--- src/rtl/tx_arbiter_pkg.sv ---
// Shared types and constants for the TX arbiter: FSM states, grant source encoding
// and the WAIT_BUSY watchdog limit (used only when TX_ARBITER_WATCHDOG_EN is defined).
package tx_arbiter_pkg;

  typedef enum logic [1:0] {
    ST_IDLE      = 2'd0,
    ST_LOAD      = 2'd1,
    ST_WAIT_BUSY = 2'd2,
    ST_WAIT_DONE = 2'd3
  } arb_state_e;

  typedef enum logic [1:0] {
    SRC_NONE = 2'd0,
    SRC_CFG  = 2'd1,
    SRC_DS   = 2'd2,
    SRC_LOC  = 2'd3
  } arb_src_e;

  localparam logic [2:0] WD_LIMIT = 3'd7;

endpackage

--- src/rtl/tx_arb_rr2.sv ---
// Two-way round-robin between the downstream (ds) and local (loc) requesters.
// The 1-bit pointer favours whichever of the two was not granted last.
module tx_arb_rr2
  import tx_arbiter_pkg::*;
(
  input  logic clk_i,
  input  logic rst_ni,
  input  logic req_ds_i,
  input  logic req_loc_i,
  input  logic adv_i,
  output logic gnt_ds_o,
  output logic gnt_loc_o
);

  // ptr_q = 0 favours ds, 1 favours loc
  logic ptr_q, ptr_d;

  always_comb begin
    gnt_ds_o  = 1'b0;
    gnt_loc_o = 1'b0;
    if (req_ds_i && (!req_loc_i || !ptr_q)) begin
      gnt_ds_o = 1'b1;
    end else if (req_loc_i) begin
      gnt_loc_o = 1'b1;
    end
  end

  always_comb begin
    ptr_d = ptr_q;
    if (adv_i && (gnt_ds_o || gnt_loc_o)) begin
      ptr_d = gnt_ds_o;
    end
  end

  always_ff @(posedge clk_i or negedge rst_ni) begin
    if (!rst_ni) ptr_q <= 1'b0;
    else         ptr_q <= ptr_d;
  end

endmodule

--- src/rtl/tx_arbiter.sv ---
// Arbitrates cfg / ds / loc packets onto a single TX UART (cfg has strict priority).
// Optional WAIT_BUSY watchdog is enabled by defining TX_ARBITER_WATCHDOG_EN.
module tx_arbiter
  import tx_arbiter_pkg::*;
#(
  parameter int WIDTH = 64
) (
  input  logic             txclk,
  input  logic             reset_n,
  input  logic             cfg_valid,
  input  logic [WIDTH-2:0] cfg_data,
  input  logic             ds_valid,
  input  logic [WIDTH-2:0] ds_data,
  input  logic             loc_valid,
  input  logic [WIDTH-2:0] loc_data,
  input  logic             tx_enable,
  input  logic             tx_busy,
  output logic             cfg_ack,
  output logic             ds_ack,
  output logic             loc_ack,
  output logic [WIDTH-2:0] tx_data,
  output logic             ld_tx_data,
  output logic             arb_idle,
  output logic             tx_stall_err
);

  arb_state_e       state_q, state_d;
  arb_src_e         src_q, src_d;
  logic [WIDTH-2:0] tx_data_q, tx_data_d;
  logic             can_grant, rr_adv, gnt_ds, gnt_loc;

  assign can_grant = tx_enable && !tx_busy && (cfg_valid || ds_valid || loc_valid);

  tx_arb_rr2 u_rr2 (
    .clk_i     (txclk),
    .rst_ni    (reset_n),
    .req_ds_i  (ds_valid),
    .req_loc_i (loc_valid),
    .adv_i     (rr_adv),
    .gnt_ds_o  (gnt_ds),
    .gnt_loc_o (gnt_loc)
  );

`ifdef TX_ARBITER_WATCHDOG_EN
  logic [2:0] wd_q, wd_d;
  logic       err_q, err_d, wd_expire;

  assign wd_expire = (state_q == ST_WAIT_BUSY) && !tx_busy && (wd_q == WD_LIMIT - 3'd1);

  always_comb begin
    wd_d  = 3'd0;
    err_d = err_q | wd_expire;
    if (state_q == ST_WAIT_BUSY && !tx_busy && !wd_expire) wd_d = wd_q + 3'd1;
  end

  always_ff @(posedge txclk or negedge reset_n) begin
    if (!reset_n) begin
      wd_q  <= 3'd0;
      err_q <= 1'b0;
    end else begin
      wd_q  <= wd_d;
      err_q <= err_d;
    end
  end

  assign tx_stall_err = err_q;
`else
  assign tx_stall_err = 1'b0;
`endif

  always_comb begin
    state_d   = state_q;
    src_d     = src_q;
    tx_data_d = tx_data_q;
    rr_adv    = 1'b0;
    case (state_q)
      ST_IDLE: begin
        if (can_grant) begin
          state_d = ST_LOAD;
          if (cfg_valid) begin
            src_d     = SRC_CFG;
            tx_data_d = cfg_data;
          end else begin
            rr_adv = 1'b1;
            if (gnt_ds) begin
              src_d     = SRC_DS;
              tx_data_d = ds_data;
            end else if (gnt_loc) begin
              src_d     = SRC_LOC;
              tx_data_d = loc_data;
            end
          end
        end
      end
      ST_LOAD: state_d = ST_WAIT_BUSY;
      ST_WAIT_BUSY: begin
        if (tx_busy) state_d = ST_WAIT_DONE;
`ifdef TX_ARBITER_WATCHDOG_EN
        else if (wd_expire) state_d = ST_IDLE;
`endif
      end
      ST_WAIT_DONE: if (!tx_busy) state_d = ST_IDLE;
      default: state_d = ST_IDLE;
    endcase
  end

  always_ff @(posedge txclk or negedge reset_n) begin
    if (!reset_n) begin
      state_q   <= ST_IDLE;
      src_q     <= SRC_NONE;
      tx_data_q <= '0;
    end else begin
      state_q   <= state_d;
      src_q     <= src_d;
      tx_data_q <= tx_data_d;
    end
  end

  // Strobes decode the registered state only, so they clear with reset immediately
  assign ld_tx_data = (state_q == ST_LOAD);
  assign cfg_ack    = ld_tx_data && (src_q == SRC_CFG);
  assign ds_ack     = ld_tx_data && (src_q == SRC_DS);
  assign loc_ack    = ld_tx_data && (src_q == SRC_LOC);
  assign arb_idle   = (state_q == ST_IDLE);
  assign tx_data    = tx_data_q;

endmodule

--- config.mk ---
export PLATFORM = sky130hd
export DESIGN_NAME = tx_arbiter
export DESIGN_NICKNAME = d
export VERILOG_FILES = /design/src/rtl/tx_arbiter_pkg.sv /design/src/rtl/tx_arb_rr2.sv /design/src/rtl/tx_arbiter.sv
export SDC_FILE = /design/constraint.sdc
export NUM_CORES = 1
export LEC_CHECK = 0
export ABC_CLOCK_PERIOD_IN_PS = 3700
export CAP_MARGIN = 10
export CORE_ASPECT_RATIO = 1.25
export CORE_MARGIN = 2
export CORE_UTILIZATION = 41
export DETAILED_ROUTE_END_ITERATION = 10
export PLACE_DENSITY = 0.85
export SLEW_MARGIN = 20
export SYNTH_ARGS = -nofsm -noshare
export SYNTH_HDL_FRONTEND = slang
export SYNTH_HIERARCHICAL = 1
export SYNTH_SLANG_ARGS = --single-unit
--- constraint.sdc ---
create_clock -name txclk -period 3.7 [get_ports txclk]
set_input_delay 0.37 -clock txclk [delete_from_list [all_inputs] [get_ports txclk]]
set_output_delay 0.37 -clock txclk [all_outputs]
set_load 0.1 [all_outputs]
==> results of run 1 <==
[where the power goes]
| group | switching [mW] | internal, mW |
|---|---|---|
| clock | 0.307 | 0.605 |
| sequential | 0.249 | 1.11 |
| combinational | 3.20 | 1.38 |
[critical path, stage by stage (launching register included)]
cell and delay [ps]:
dfrtp_1 400, inv_1 110, ha_1 220, nand2_1 70
nor2_1 100, clkdlybuf4s50_1 1150
[layout make-up]
class                           count  area (sq um)
Inverter                            4          15.0
Clock buffer                       11           243
Tap cell                          129           161
Sequential cell                    68          1700
Multi-Input combinational cell    286          2390
Clock inverter                      5          75.1
Fill cell                         757          2830
Timing Repair Buffer              268          2690
[flip-flops by register name, indices dropped and copies added, names as in the netlist]
signal       cells
state_q          2
tx_data         63
src_q            2
u_rr2/ptr_q      1
[synthesized netlist by cell type]
master / number / area [sq um]
nor4b_1: 1 / 8.76
a21boi_1: 1 / 7.51
a41o_1: 1 / 10.0
a21boi_0: 1 / 7.51
buf_1: 1 / 3.75
a211oi_1: 1 / 7.51
or3_4: 1 / 11.3
nand2_1: 65 / 244
nor2_1: 5 / 18.8
and4_4: 1 / 11.3
or3_1: 1 / 6.26
a21oi_1: 2 / 10.0
a2bb2oi_1: 1 / 8.76
a31oi_1: 2 / 12.5
nand3_1: 1 / 5.00
mux2i_1: 63 / 631
mux2_2: 6 / 67.6
dfrtp_1: 68 / 1700
o21ai_0: 63 / 315
inv_1: 4 / 15.0
buf_4: 1 / 7.51
mux2_4: 60 / 901
nand2b_1: 1 / 6.26
a221oi_1: 1 / 8.76
conb_1: 1 / 3.75
buf_6: 7 / 78.8
and3_1: 1 / 6.26
buf_2: 9 / 45.0
nor2b_1: 1 / 6.26
clkbuf_1: 11 / 41.3
ha_1: 5 / 62.6
[cells by family after synthesis]
kind of cell             Yosys count  share of synthesized area, %
flip-flops                        68                          39.8
adder cells (fa/ha/maj)            5                          1.46
multiplexers                     129                          37.4
buffers and inverters             33                          4.48
AND/OR/NAND/NOR                   78                          7.59
AO/OA/AOI/OAI                     73                          9.08
other                              1                        0.0878
[cell usage in the layout, fill, tap and decap left out]
cell / count
a211oi_1: 1
a21boi_1: 1
a21boi_4: 1
a21oi_1: 2
a221oi_1: 1
a2bb2oi_1: 1
a31oi_1: 2
a41o_1: 1
and3_1: 1
and4_4: 1
buf_12: 2
buf_2: 1
buf_4: 4
bufinv_16: 2
clkbuf_1: 1
clkbuf_16: 9
clkbuf_8: 1
clkdlybuf4s50_1: 261
clkinv_2: 3
conb_1: 1
dfrtp_1: 68
ha_1: 5
inv_1: 4
mux2_2: 6
mux2_4: 60
mux2i_1: 63
nand2_1: 65
nand2b_1: 1
nand3_1: 1
nor2_1: 5
nor2b_1: 1
nor4b_1: 1
o21ai_0: 63
or3_1: 1
or3_4: 1
[metal layers]
metal,share of wire (%),vias to the layer above,routed length (um)
li1,-,1860,-
met1,37,1827,4870
met2,53,168,7030
met3,7.6,18,998
met4,2.0,0,260
met5,0,-,0
[how the worst max path moves through the flow]
stage                                    to  slack [ps]                    from  cells after the start
finish                              cfg_ack         960  state_q[1]$_DFFE_PN0P_                      5
global route                         ds_ack         850  state_q[1]$_DFFE_PN0P_                      5
CTS                                 cfg_ack         930  state_q[1]$_DFFE_PN0P_                      5
detailed placement  tx_data[38]$_DFFE_PN0P_        1080               loc_valid                      6
global placement    tx_data[38]$_DFFE_PN0P_        1110               loc_valid                      6
floorplan                           cfg_ack         630  state_q[1]$_DFFE_PN0P_                      4
[metrics by stage]
step | hold WS (ps) | total power [mW] | cells | instance area, sq um | setup WS (ps)
floorplan | 74.4 | 4.77 | 387 | 4270 | 630
global placement | 489 | 5.86 | 755 | 6950 | 1110
detailed placement | 495 | 5.94 | 755 | 6950 | 1080
CTS | 177 | 6.88 | 771 | 7270 | 930
global route | 230 | 7.06 | 771 | 7270 | 851
finish | 155 | 6.84 | 771 | 7270 | 958
==> metrics, run 1 <==
Reg-to-Reg End=tx_data[38]$_DFFE_PN0P_; ant diodes=0; vias in the first global route=about 4000; GR peak layer=met2; Min Clock Period, post-route=2740 ps; status=finished clean; Setup Buffers After CTS=0; max-slew violations=0; endpoint class of the critical path=output port; Worst Setup Start Kind=register; Root Driver=clkbuf_16; library cells used by synthesis=31; area delta synth->final=70.3%; Final Core Density=a little under three quarters; CP required=between 3000 and 4000 ps; Max rail drop VDD=0.738 mV; via count=between 3000 and 4000; first-pass GRT wire length=about 20000 um; cells resized by post-CTS repair=0; CORE AREA=approximately 10000 sq um; largest net degree at the start of global routing=~70; crit-path max FO=4; share of the yosys chip area belonging to registers=39.8%; # setup viols final=0; Mapped Cells=a little under 400; CTS tree=done; Routed Wire Length=around 13000 um; Syn Area/Cell=11.0 sq um; Hold Crit Class=input pin to async pin; Final GP Congestion=approximately 0.8; Final Hold Vio Count=0; register bit total from synthesis=68; H-tree levels=3; post-route clock period utilization=74.1%; Worst-Margin Slew=1040 ps; initial antenna violation count=0; layout cell share with drive strength beyond 1=between 10% and 20%; GRT Total Usage=a little under a quarter; post-route ant nets=0; DRC marker count from the first detailed-route iteration=134; Global Route met2 Usage=42.5%; FP Rows=between 40 and 50; Slew Limit Headroom=between 30% and 40%; Clk pin slew, worst setup/hold paths=60 ps; Sum Neg Setup Slack=0 ps; mapped cell area=~4300 sq um; RR Startpoint=state_q[0]$_DFFE_PN0P_; clk_skew=roughly 5.5 ps; post-DP HPWL=10200 um; leakage power=roughly 3.1 nW; Sink Count=between 60 and 70; FF-to-FF path depth=5; Setup CP Type=register to output port; 1st-pass router iterations=4; Yosys warnings=6; max_cap viols=0; # nets final=~840; Hold Buf Count CTS=0; FMAX=365 MHz; die height=roughly 120 um; Arr. time, crit path=around 2400 ps; initial cell density of the core=42.3%; IO Port Bufs=263; Avg WL per Cell=roughly 17 um; post-synth net total=between 500 and 600; die area=between 10000 and 15000 sq um; clock latency reported for the late side of the worst-skew pair=320 ps; Longest Clk Path Bufs=2; num ports=~270; RSZ-0062 raised after global routing=no; CTS Buf Count=9; ratio of total power to cell area=941 nW/um^2; met3 track demand over resource=under 10%; FF-to-FF setup slack=roughly 1500 ps; Die X=approximately 95 um; GRT met1 Usage=between 20% and 30%; mean number of vias per cell=roughly 5; grt total ovfl=0; # DRC=0
Power figures use the tool's default switching activity.
==> run 2, diff against run 1 <==
--- a/config.mk
+++ b/config.mk
@@ -5,13 +5,13 @@
 export SDC_FILE = /design/constraint.sdc
 export NUM_CORES = 1
 export LEC_CHECK = 0
-export ABC_CLOCK_PERIOD_IN_PS = 3700
+export ABC_CLOCK_PERIOD_IN_PS = 2600
 export CAP_MARGIN = 10
 export CORE_ASPECT_RATIO = 1.25
 export CORE_MARGIN = 2
-export CORE_UTILIZATION = 41
+export CORE_UTILIZATION = 38
 export DETAILED_ROUTE_END_ITERATION = 10
-export PLACE_DENSITY = 0.85
+export PLACE_DENSITY = 0.79
 export SLEW_MARGIN = 20
 export SYNTH_ARGS = -nofsm -noshare
 export SYNTH_HDL_FRONTEND = slang
==> constraint.sdc (replaced) <==
create_clock -name txclk -period 2.6 [get_ports txclk]
set_input_delay 0.26 -clock txclk [delete_from_list [all_inputs] [get_ports txclk]]
set_output_delay 0.26 -clock txclk [all_outputs]
set_load 0.1 [all_outputs]
==> metrics, run 2 (synthesis gave the netlist of run 1 again) <==
Slew Limit Headroom=44.9% (was 30.5%); Routed Wire Length=12600 um (was 13200 um); max_cap viols=0 (unchanged); post-DP HPWL=9870 um (was 10200 um); mean number of vias per cell=4.94 (was 5.02); CTS tree=done (unchanged); area of the multi-input gates=2390 sq um (about the same); Logic pwr share=65.6% (was 66.9%); commonest non-fill, non-tap cell in the layout=clkdlybuf4s50_1 (unchanged); area delta synth->final=68.6% (was 70.3%); Bufs and invs on worst path=2 (unchanged); P_sw=5.31 mW (was 3.75 mW); RR Startpoint=state_q[0]$_DFFE_PN0P_ (unchanged); Root Driver=clkbuf_16 (unchanged); die height=123 um (was 118 um); initial antenna violation count=0 (unchanged); clock share of power=14.5% (was 13.3%); Clk pin slew, worst setup/hold paths=60 ps (about the same); cells resized by post-CTS repair=0 (unchanged); initial cell density of the core=38.7% (was 42.3%); sequential fraction of design power=19.8% (about the same); first-pass GRT wire length=19600 um (was 20100 um); Setup CP Type=register to register (was register to output port); post-route ant nets=0 (unchanged); Max rail drop VDD=0.800 mV (was 0.738 mV); Worst Setup Start Kind=register (unchanged); CORE AREA=11000 sq um (was 10100 sq um); Die X=98.8 um (was 95.3 um); FP Rows=43 (was 41); GRT Total Usage=20.1% (was 23.1%); fillers=881 (was 757); layout cell share with drive strength beyond 1=25.5% (was 14.2%); # DRC=0 (unchanged); 1st-pass router iterations=4 (unchanged); FMAX=507 MHz; Sink Count=68 (unchanged); Hold Buf Count CTS=0 (unchanged); num ports=265 (unchanged); # setup viols final=0 (unchanged); DRC marker count from the first detailed-route iteration=83 (was 134); max-slew violations=0 (unchanged); Critical Path, Cell by Cell=inv_1 > ha_1 > and4_4 > buf_12 > mux2_2 (was inv_1 > ha_1 > nand2_1 > nor2_1 > clkdlybuf4s50_1); max reg flops=63 (unchanged); vias in the first global route=3863 (was 4020); leakage power=3.26 nW (was 3.15 nW); slowest CP cell=dfrtp_1 (was clkdlybuf4s50_1); endpoint class of the critical path=register (was output port); FF-to-FF path depth=5 (unchanged); Longest Clk Path Bufs=2 (unchanged); post-route clock period utilization=75.9%; Reg-to-Reg End=tx_data[38]$_DFFE_PN0P_ (unchanged); Top Family by Delay on Critical Path=flip-flops (was buffers and inverters); clock latency reported for the late side of the worst-skew pair=320 ps (about the same); non-filler cells, final=779 (was 771); # nets final=840 (was 838); CP required=2800 ps (was 3330 ps); grt total ovfl=0 (unchanged); Arr. time, crit path=2170 ps (was 2370 ps); Hold Crit Class=input pin to async pin (unchanged); commonest non-fill, non-tap cells in the layout=clkdlybuf4s50_1, buf_4, dfrtp_1, nand2_1 (was clkdlybuf4s50_1, dfrtp_1, nand2_1, mux2i_1, o21ai_0); Final Hold Vio Count=0 (unchanged); Setup Buffers After CTS=0 (unchanged); CTS Buf Count=9 (unchanged); status=finished clean (unchanged); ratio of total power to cell area=1340 nW/um^2 (was 941 nW/um^2); die area=12100 sq um (was 11300 sq um); ant diodes=0 (unchanged); FF-to-FF setup slack=630 ps (was 1500 ps); Switching Share=55.0% (was 54.8%); clk_skew=8.28 ps (was 5.46 ps); storage element area=1700 sq um (unchanged); IO Port Bufs=263 (unchanged); Avg WL per Cell=16.2 um (was 17.1 um); Worst-Margin Slew=826 ps (was 1040 ps); Int Power=4.34 mW (was 3.09 mW); Final GP Congestion=0.813 (was 0.796); Min Clock Period, post-route=1970 ps; Placed Instances=763 (was 755); H-tree levels=3 (unchanged); via count=3851 (was 3873); crit-path max FO=38 (was 4); largest net degree at the start of global routing=76 (was 68); RSZ-0062 raised after global routing=no (unchanged); Sum Neg Setup Slack=0 ps (unchanged); critical path's largest stage delay=420 ps (was 1150 ps)
-- run 2: per-stage QoR --
stage | total power, mW | util [%] | setup slack [ps] | area, sq um | hold WS, ps
finish | 9.65 | 65.3 | 627 | 7200 | 29.4
global route | 9.99 | 65.3 | 496 | 7200 | 103
CTS | 9.71 | 65.3 | 644 | 7200 | 58.2
detailed placement | 8.27 | 62.1 | 307 | 6850 | 401
global placement | 8.18 | 62.1 | 348 | 6850 | 379
floorplan | 6.79 | - | 63.8 | 4280 | -35.6
-- run 2: power by group through the flow --
stage / Clock, mW / Combinational [mW] / Sequential, mW
floorplan: 0 / 1.47 / 5.32
global placement: 0 / 6.27 / 1.91
detailed placement: 0 / 6.36 / 1.91
CTS: 1.43 / 6.37 / 1.91
global route: 1.48 / 6.52 / 1.99
finish: 1.40 / 6.33 / 1.91
-- run 2: worst max-delay path by stage --
stage                      startpoint                 endpoint  cells past startpoint
6_report       state_q[0]$_DFFE_PN0P_  tx_data[38]$_DFFE_PN0P_                      5
5_1_grt        state_q[0]$_DFFE_PN0P_  tx_data[38]$_DFFE_PN0P_                      5
4_1_cts        state_q[0]$_DFFE_PN0P_  tx_data[38]$_DFFE_PN0P_                      5
3_5_place_dp                 ds_valid  tx_data[38]$_DFFE_PN0P_                      6
3_3_place_gp                 ds_valid  tx_data[38]$_DFFE_PN0P_                      6
2_1_floorplan  state_q[1]$_DFFE_PN0P_                  cfg_ack                      4
-- run 2: routing by layer --
metal / GRT usage [%] / vias up / wire (um) / part of all wire (%)
li1: - / 1864 / - / -
met1: 24.1 / 1819 / 4910 / 39
met2: 36.4 / 151 / 6640 / 53
met3: 4.67 / 17 / 862 / 6.8
met4: 4.71 / 0 / 179 / 1.4
met5: 0 / - / 0 / 0
-- run 2: area by class of cell --
class	count	area share (%)
Timing Repair Buffer	270	35.7
Multi-Input combinational cell	286	33.2
Sequential cell	68	23.6
Clock buffer	10	3.32
Tap cell	135	2.35
Clock inverter	6	1.55
Inverter	4	0.209
